===== config.mk =====
export PLATFORM = sky130hd
export DESIGN_NAME = mult_sequencer
export DESIGN_NICKNAME = d
export VERILOG_FILES = /design/src/rtl/mult_sequencer.sv
export SDC_FILE = /design/constraint.sdc
export NUM_CORES = 1
export LEC_CHECK = 0
export CAP_MARGIN = 40
export CORE_AREA = 4 4 41 43
export DETAILED_ROUTE_END_ITERATION = 8
export DIE_AREA = 0 0 45 47
export PLACE_DENSITY = 0.64
export SYNTH_ARGS = -nofsm -noshare
export SYNTH_HDL_FRONTEND = slang
export SYNTH_SLANG_ARGS = --single-unit

===== constraint.sdc =====
create_clock -name Clk -period 2 [get_ports Clk]
set_input_delay 0.2 -clock Clk [delete_from_list [all_inputs] [get_ports Clk]]
set_output_delay 0.2 -clock Clk [all_outputs]
set_load 0.005 [all_outputs]

===== src/rtl/mult_sequencer.sv =====
// Control FSM for the shift-add signed multiplier: Run edge -> clear A/X, then WIDTH add/shift steps.
// Optional MULT_SEQ_SYNC_EN: 2-flop synchronizers on Run and ClearA_LoadB.
module mult_sequencer #(
  parameter int WIDTH = 8,
  localparam int IW = (WIDTH > 1) ? $clog2(WIDTH) : 1
) (
  input  logic          Clk,
  input  logic          Reset,
  input  logic          Run,
  input  logic          ClearA_LoadB,
  input  logic          M,
  output logic          Clr_Ld,
  output logic          ClearA,
  output logic          Add,
  output logic          Sub,
  output logic          Shift,
  output logic          Busy,
  output logic          Done,
  output logic [IW-1:0] Iter,
  output logic [2:0]    fsm_state
);

  typedef enum logic [2:0] {
    S_IDLE  = 3'd0,
    S_CLRA  = 3'd1,
    S_ADD   = 3'd2,
    S_SHIFT = 3'd3,
    S_DONE  = 3'd4
  } state_t;

  localparam logic [IW-1:0] LAST = IW'(WIDTH - 1);

  state_t        state;
  state_t        state_nx;
  logic [IW-1:0] iter_nx;
  logic          run_use;
  logic          cl_use;
  logic          run_q;
  logic          run_edge;
  logic          last;

`ifdef MULT_SEQ_SYNC_EN
  // Run synchronizer resets high so a Run held through reset never looks like an edge.
  logic [1:0] run_sync;
  logic [1:0] cl_sync;

  always_ff @(posedge Clk or negedge Reset) begin
    if (!Reset) begin
      run_sync <= 2'b11;
      cl_sync  <= 2'b00;
    end else begin
      run_sync <= {run_sync[0], Run};
      cl_sync  <= {cl_sync[0], ClearA_LoadB};
    end
  end

  assign run_use = run_sync[1];
  assign cl_use  = cl_sync[1];
`else
  assign run_use = Run;
  assign cl_use  = ClearA_LoadB;
`endif

  assign run_edge  = run_use && !run_q;
  assign last      = (Iter == LAST);
  assign fsm_state = state;

  always_ff @(posedge Clk or negedge Reset) begin
    if (!Reset) begin
      state <= S_IDLE;
      Iter  <= '0;
      run_q <= 1'b1;
    end else begin
      state <= state_nx;
      Iter  <= iter_nx;
      run_q <= run_use;
    end
  end

  always_comb begin
    state_nx = state;
    iter_nx  = Iter;
    Clr_Ld   = 1'b0;
    ClearA   = 1'b0;
    Add      = 1'b0;
    Sub      = 1'b0;
    Shift    = 1'b0;
    Busy     = 1'b0;
    Done     = 1'b0;
    case (state)
      S_IDLE: begin
        // A load request wins; a simultaneous Run edge is dropped, not queued.
        Clr_Ld  = cl_use;
        iter_nx = '0;
        if (!cl_use && run_edge) state_nx = S_CLRA;
      end
      S_CLRA: begin
        ClearA   = 1'b1;
        Busy     = 1'b1;
        iter_nx  = '0;
        state_nx = S_ADD;
      end
      S_ADD: begin
        Busy = 1'b1;
        if (M) begin
          if (last) Sub = 1'b1;
          else      Add = 1'b1;
        end
        state_nx = S_SHIFT;
      end
      S_SHIFT: begin
        Shift = 1'b1;
        Busy  = 1'b1;
        if (last) begin
          state_nx = S_DONE;
        end else begin
          iter_nx  = Iter + IW'(1);
          state_nx = S_ADD;
        end
      end
      S_DONE: begin
        Done = 1'b1;
        if (!run_use) begin
          state_nx = S_IDLE;
          iter_nx  = '0;
        end
      end
      default: begin
        state_nx = S_IDLE;
        iter_nx  = '0;
      end
    endcase
  end

endmodule


# After elaboration in Yosys (flattened, before gate mapping)
# Cells that the tools add are included.
[totals]
reg_bits = 7
input_bits = 5
out_inout_bits = 13
word_cells = 38
[classes]
n_addsub = 1
n_eq_ne = 8
n_mux = 17
bitwise = 1
n_reduce_logical = 8
[op_table]
columns = ["operator", "n"]
rows = [
  ["$pmux 3 s5", 1],
  ["$mux 3", 4],
  ["$mux 1", 11],
  ["$pmux 3 s3", 1],
  ["$eq 3x2->1 const B", 2],
  ["$eq 3x3->1 const B", 2],
  ["$ne 2x2->1 const B", 3],
  ["$add 3x1->3 const B", 1],
  ["$eq 3x1->1 const B", 1],
  ["$logic_not 3->1", 1],
  ["$reduce_and 3->1", 1],
  ["$reduce_or 3->1", 1],
  ["$logic_and 1x1->1", 2],
  ["$logic_not 1->1", 2],
  ["$reduce_and 2->1", 1],
  ["$not 1->1", 1],
]

# Depth between registers and ports, before layout
[depth]
depth_word = 5
depth_mapped = 5
mapped_depth_nobuf = 5

# Worst setup path before layout
# No wires, ideal clock.
[synth_path]
path_kind = "flip-flop to flip-flop"
from = "register Iter[0]"
to = "register Iter[0]"
setup_time_ns = 0.125
arrival_ns = 1.525
t_required_ns = 1.875
slack_ns = 0.350
path_stages_with_launch = 6
n_path_buf = 0
period_less_slack_ns = 1.650
cell_sequence = "dfrtp_1 ha_1 ha_1 nand2b_1 a32oi_4 mux2_4"
[synth_between]
elab_chain_len = 3
elab_cells_between_ends = 6
cone_classes = "1 x add/sub; 2 x eq/ne; 2 x mux; 1 x reduce/logical"
[synth_lines]
columns = ["element", "line", "text"]
rows = [
  ["start: declaration", "19", "output logic [IW-1:0] Iter,"],
  ["start signal: assignment", "75", "Iter <= iter_nx;"],
  ["$add 3x1->3 or $eq 3x3->1 (tied branches)", "117, 65", ""],
  ["$mux 3 or $ne 2x2->1 (tied branches)", "-", ""],
  ["$pmux 3 s3 or $reduce_and 3->1 (tied branches)", "-", ""],
]
# Several ways; a longest one is shown, not always the timed one. The select of a mux whose other input is x is not followed.
# A chain may end at the register's enable or synchronous reset.

# Worst setup path in the final report
[layout_path]
from = "register Iter[0]"
to = "output Sub"
[layout_between]
elab_chain_len = 4
[layout_lines]
columns = ["element", "line", "text"]
rows = [
  ["$eq 3x3->1", "65", "assign last = (Iter == LAST);"],
  ["$mux 1", "106", "if (last) Sub = 1'b1;"],
  ["$mux 1", "105", "if (M) begin"],
  ["$mux 1", "90", "case (state)"],
  ["end: declaration", "15", "output logic Sub,"],
]
# No other way between the ends.

==> out/metrics.cfg <==
[status]
run_status = finished clean

[layout]
final_layout_size_suffix_gt1_share_pct = 18.3
finalInstanceArea_sq_um = 624
finalNetCount = 68
final_cells = 75
num-fill-cells = 141
final_core_occ_pct = 48.0
antennaDiodeCount = 0
area.growth.synth_to_final_pct = 50.3

[logic_synthesis]
synthDominantCellAreaShare_pct = 36.1
edff_count_synth = 0
synthTopCellsByArea = sky130_fd_sc_hd__dfrtp_1, sky130_fd_sc_hd__a32oi_4, sky130_fd_sc_hd__dfstp_2
netlist.top_cell.by_area = sky130_fd_sc_hd__dfrtp_1
async_reset_ff_share_pct = 100
synthDistinctLibCells = 23
synth_top_flop_cell = sky130_fd_sc_hd__dfrtp_1
synthesis_stage_register_bit_count = 7
yosys.cell_count.top_type = sky130_fd_sc_hd__dfrtp_1
yosysWarnings = 0
yosys-top-cells-count = sky130_fd_sc_hd__dfrtp_1, sky130_fd_sc_hd__nor2_1, sky130_fd_sc_hd__nand2_1
synth_cells = 40
seq_area_frac_synth_pct = 42.5
netlist_area_sq_um = 415
syn_nets = 47
post_synth.cell_area_avg_sq_um = 10.4

[drt]
post_detailed_route_drc_marker_count = 0
dr.first_iter.drc_count = 0
postRouteAntennaNets = 0
wl_per_cell_um = 12.6
routed-via-count = 361
detail_route.vias_per_cell = 4.81
detailedRoute.firstPassIterationCount = 1
routed_wl_um = 943

[floorplanning]
design.die.area_sq_mm = 0.00212
die_width_um = 45
placeableCoreArea_sq_mm = 0.00130
top_level_ports = 18
placement_rows = 13
die_h_um = 47
start_util_pct = 31.9

[setup_path]
setup.worst_path.class = reg -> out
crit_path_end_kind = output port
worst-endpoint-required_ns = 1.80
worst_setup_path_start_kind = flop
worst-r2r-setup-slack_ns = 0.29
worst_r2r_endpoint = Iter[0]
worstPathMaxFanout = 4
reg2regPathDepth = 5
startpoint_of_the_worst_register_to_register_path = Iter[0]
arrival_ns = 1.69

[global_routing]
grt_pass1_vias = 371
globalRoute.totalOverflow = 0
grtUsageTotal_pct = 10.8
grt_first_pass_wirelength_um = 1590
grt_max_degree = 12
grt_antenna_before_repair = 0

[clock_network]
cts_inserted_buffers = 3
depth_of_the_cts_h_tree = 1
cts_root_buffer = sky130_fd_sc_hd__clkbuf_4
clk_pin_slew_worst_paths_ns = 0.06
cts.sink_count = 7
postCtsHoldBufs = 0
cts_max_path_buffers = 2
clock_tree_from_tritoncts = done
clock_insertion_delay_worst_skew_ns = 0.25

[job]
maxCapViolations = 0

[timing]
fmax_mhz = 528
timing.final.crit_period_ns = 1.89
finalSetupViolations = 0
timing.max_slew.rel_slack_pct = 76.5
final.setup_skew_ns = 0.00774
postLayoutSetupSlackWorst_ns = 0.107
max_slew.worst_pin.slew_ns = 0.353
rsz0062_at_grt = no
setup_total_negative_slack_ns = 0
slew_viol_final = 0
holdWs_ns = 0.211
report.final.hold_viol_count = 0
final_period_util_pct = 94.7

[power]
switching_power_mw = 0.221
seq_power_share_pct = 33.5
power-per-cell-area_mw_per_mm2 = 1090
power.share.combinational_pct = 47.5
vdd_drop_max_uv = 550
internal_power_mw = 0.459
power_share_of_the_clock_group_pct = 19.0
leakagePower_nw = 0.267
p_sw_share_pct = 32.5
design_power_total_mw = 0.681

[hold_path]
hold_path.class = in -> async

[placement]
dp_slack_ns = 0.223
place.detailed.instances = 70
dp_hpwl_um = 699
globalplace.congestion = 0.683
placement.io_buffers = 17
placement.cell_area_sq_um = 592

-- power groups by stage --
stage          combinational (mW)  sequential, mW  clock [mW]
6_report                    0.324           0.228       0.129
5_1_grt                     0.356           0.236       0.143
4_1_cts                     0.313           0.229       0.137
3_5_place_dp                0.313           0.231           0
3_3_place_gp                0.315           0.231           0
2_1_floorplan               0.174           0.222           0
-- critical path, cell delays in order, from the launching register on --
cell and delay, ns:
sky130_fd_sc_hd__dfrtp_1 0.37, sky130_fd_sc_hd__ha_1 0.16, sky130_fd_sc_hd__ha_1 0.19, sky130_fd_sc_hd__nand2_1 0.10, sky130_fd_sc_hd__nor2_1 0.12, sky130_fd_sc_hd__clkdlybuf4s50_1 0.50
-- cells by family (layout without fill, tap and decap cells) --
logic type	Yosys count	after routing	share of synthesized area (%)
buffers and inverters	4	24	4.82
AOI/OAI and AO/OA	3	3	9.94
adders and majority gates	2	2	6.02
DFF	7	7	42.5
muxes	3	3	8.43
and+or+nand+nor	21	21	28.3
-- layout make-up --
class | count | area [sq um] | area share (%)
Clock buffer | 4 | 26.3 | 4.21
Inverter | 2 | 7.51 | 1.20
Multi-Input combinational cell | 29 | 219 | 35.1
Sequential cell | 7 | 176 | 28.3
Tap cell | 15 | 18.8 | 3.01
Timing Repair Buffer | 18 | 176 | 28.3
-- per-layer routing --
layer	track usage, %	up-vias	routed length (um)
li1	-	175	-
met1	13.3	173	402
met2	16.7	13	464
met3	4.21	0	76
met4	5.26	0	0
met5	0	-	0
-- flip-flops by register name, summed over array words and instances (netlist names) --
signal and cells:
fsm_state 3, run_q 1, Iter 3
-- cells in the final DEF, fill, tap and decap left out --
cell,count
sky130_fd_sc_hd__a21oi_1,1
sky130_fd_sc_hd__a32oi_4,1
sky130_fd_sc_hd__and2_2,1
sky130_fd_sc_hd__and3_2,1
sky130_fd_sc_hd__and3b_2,1
sky130_fd_sc_hd__buf_4,1
sky130_fd_sc_hd__clkbuf_1,1
sky130_fd_sc_hd__clkbuf_4,3
sky130_fd_sc_hd__clkdlybuf4s50_1,16
sky130_fd_sc_hd__dfrtp_1,6
sky130_fd_sc_hd__dfstp_2,1
sky130_fd_sc_hd__dlygate4sd2_1,1
sky130_fd_sc_hd__ha_1,2
sky130_fd_sc_hd__inv_1,2
sky130_fd_sc_hd__mux2_4,1
sky130_fd_sc_hd__mux2i_1,2
sky130_fd_sc_hd__nand2_1,4
sky130_fd_sc_hd__nand2b_1,1
sky130_fd_sc_hd__nor2_1,5
sky130_fd_sc_hd__nor2_2,1
sky130_fd_sc_hd__nor2b_1,2
sky130_fd_sc_hd__nor3_1,2
sky130_fd_sc_hd__nor3b_1,1
sky130_fd_sc_hd__nor4b_1,1
sky130_fd_sc_hd__o2bb2ai_1,1
sky130_fd_sc_hd__or2b_1,1
-- what timing repair did --
action                                  CTS  global route
buffers inserted                          0             1
gates resized for setup                   1             0
endpoints found under the setup margin    1             1
-- worst max-delay path by stage --
stage	end	start	slack [ns]
after floorplan	Iter[0]	Iter[0]	0.35
after global placement	Add	Iter[0]	0.29
after detailed placement	Add	Iter[0]	0.22
after CTS	Sub	Iter[0]	0.07
after global routing	Sub	Iter[0]	0.003
final	Sub	Iter[0]	0.11
No activity file was read; power rests on OpenSTA's default activity.
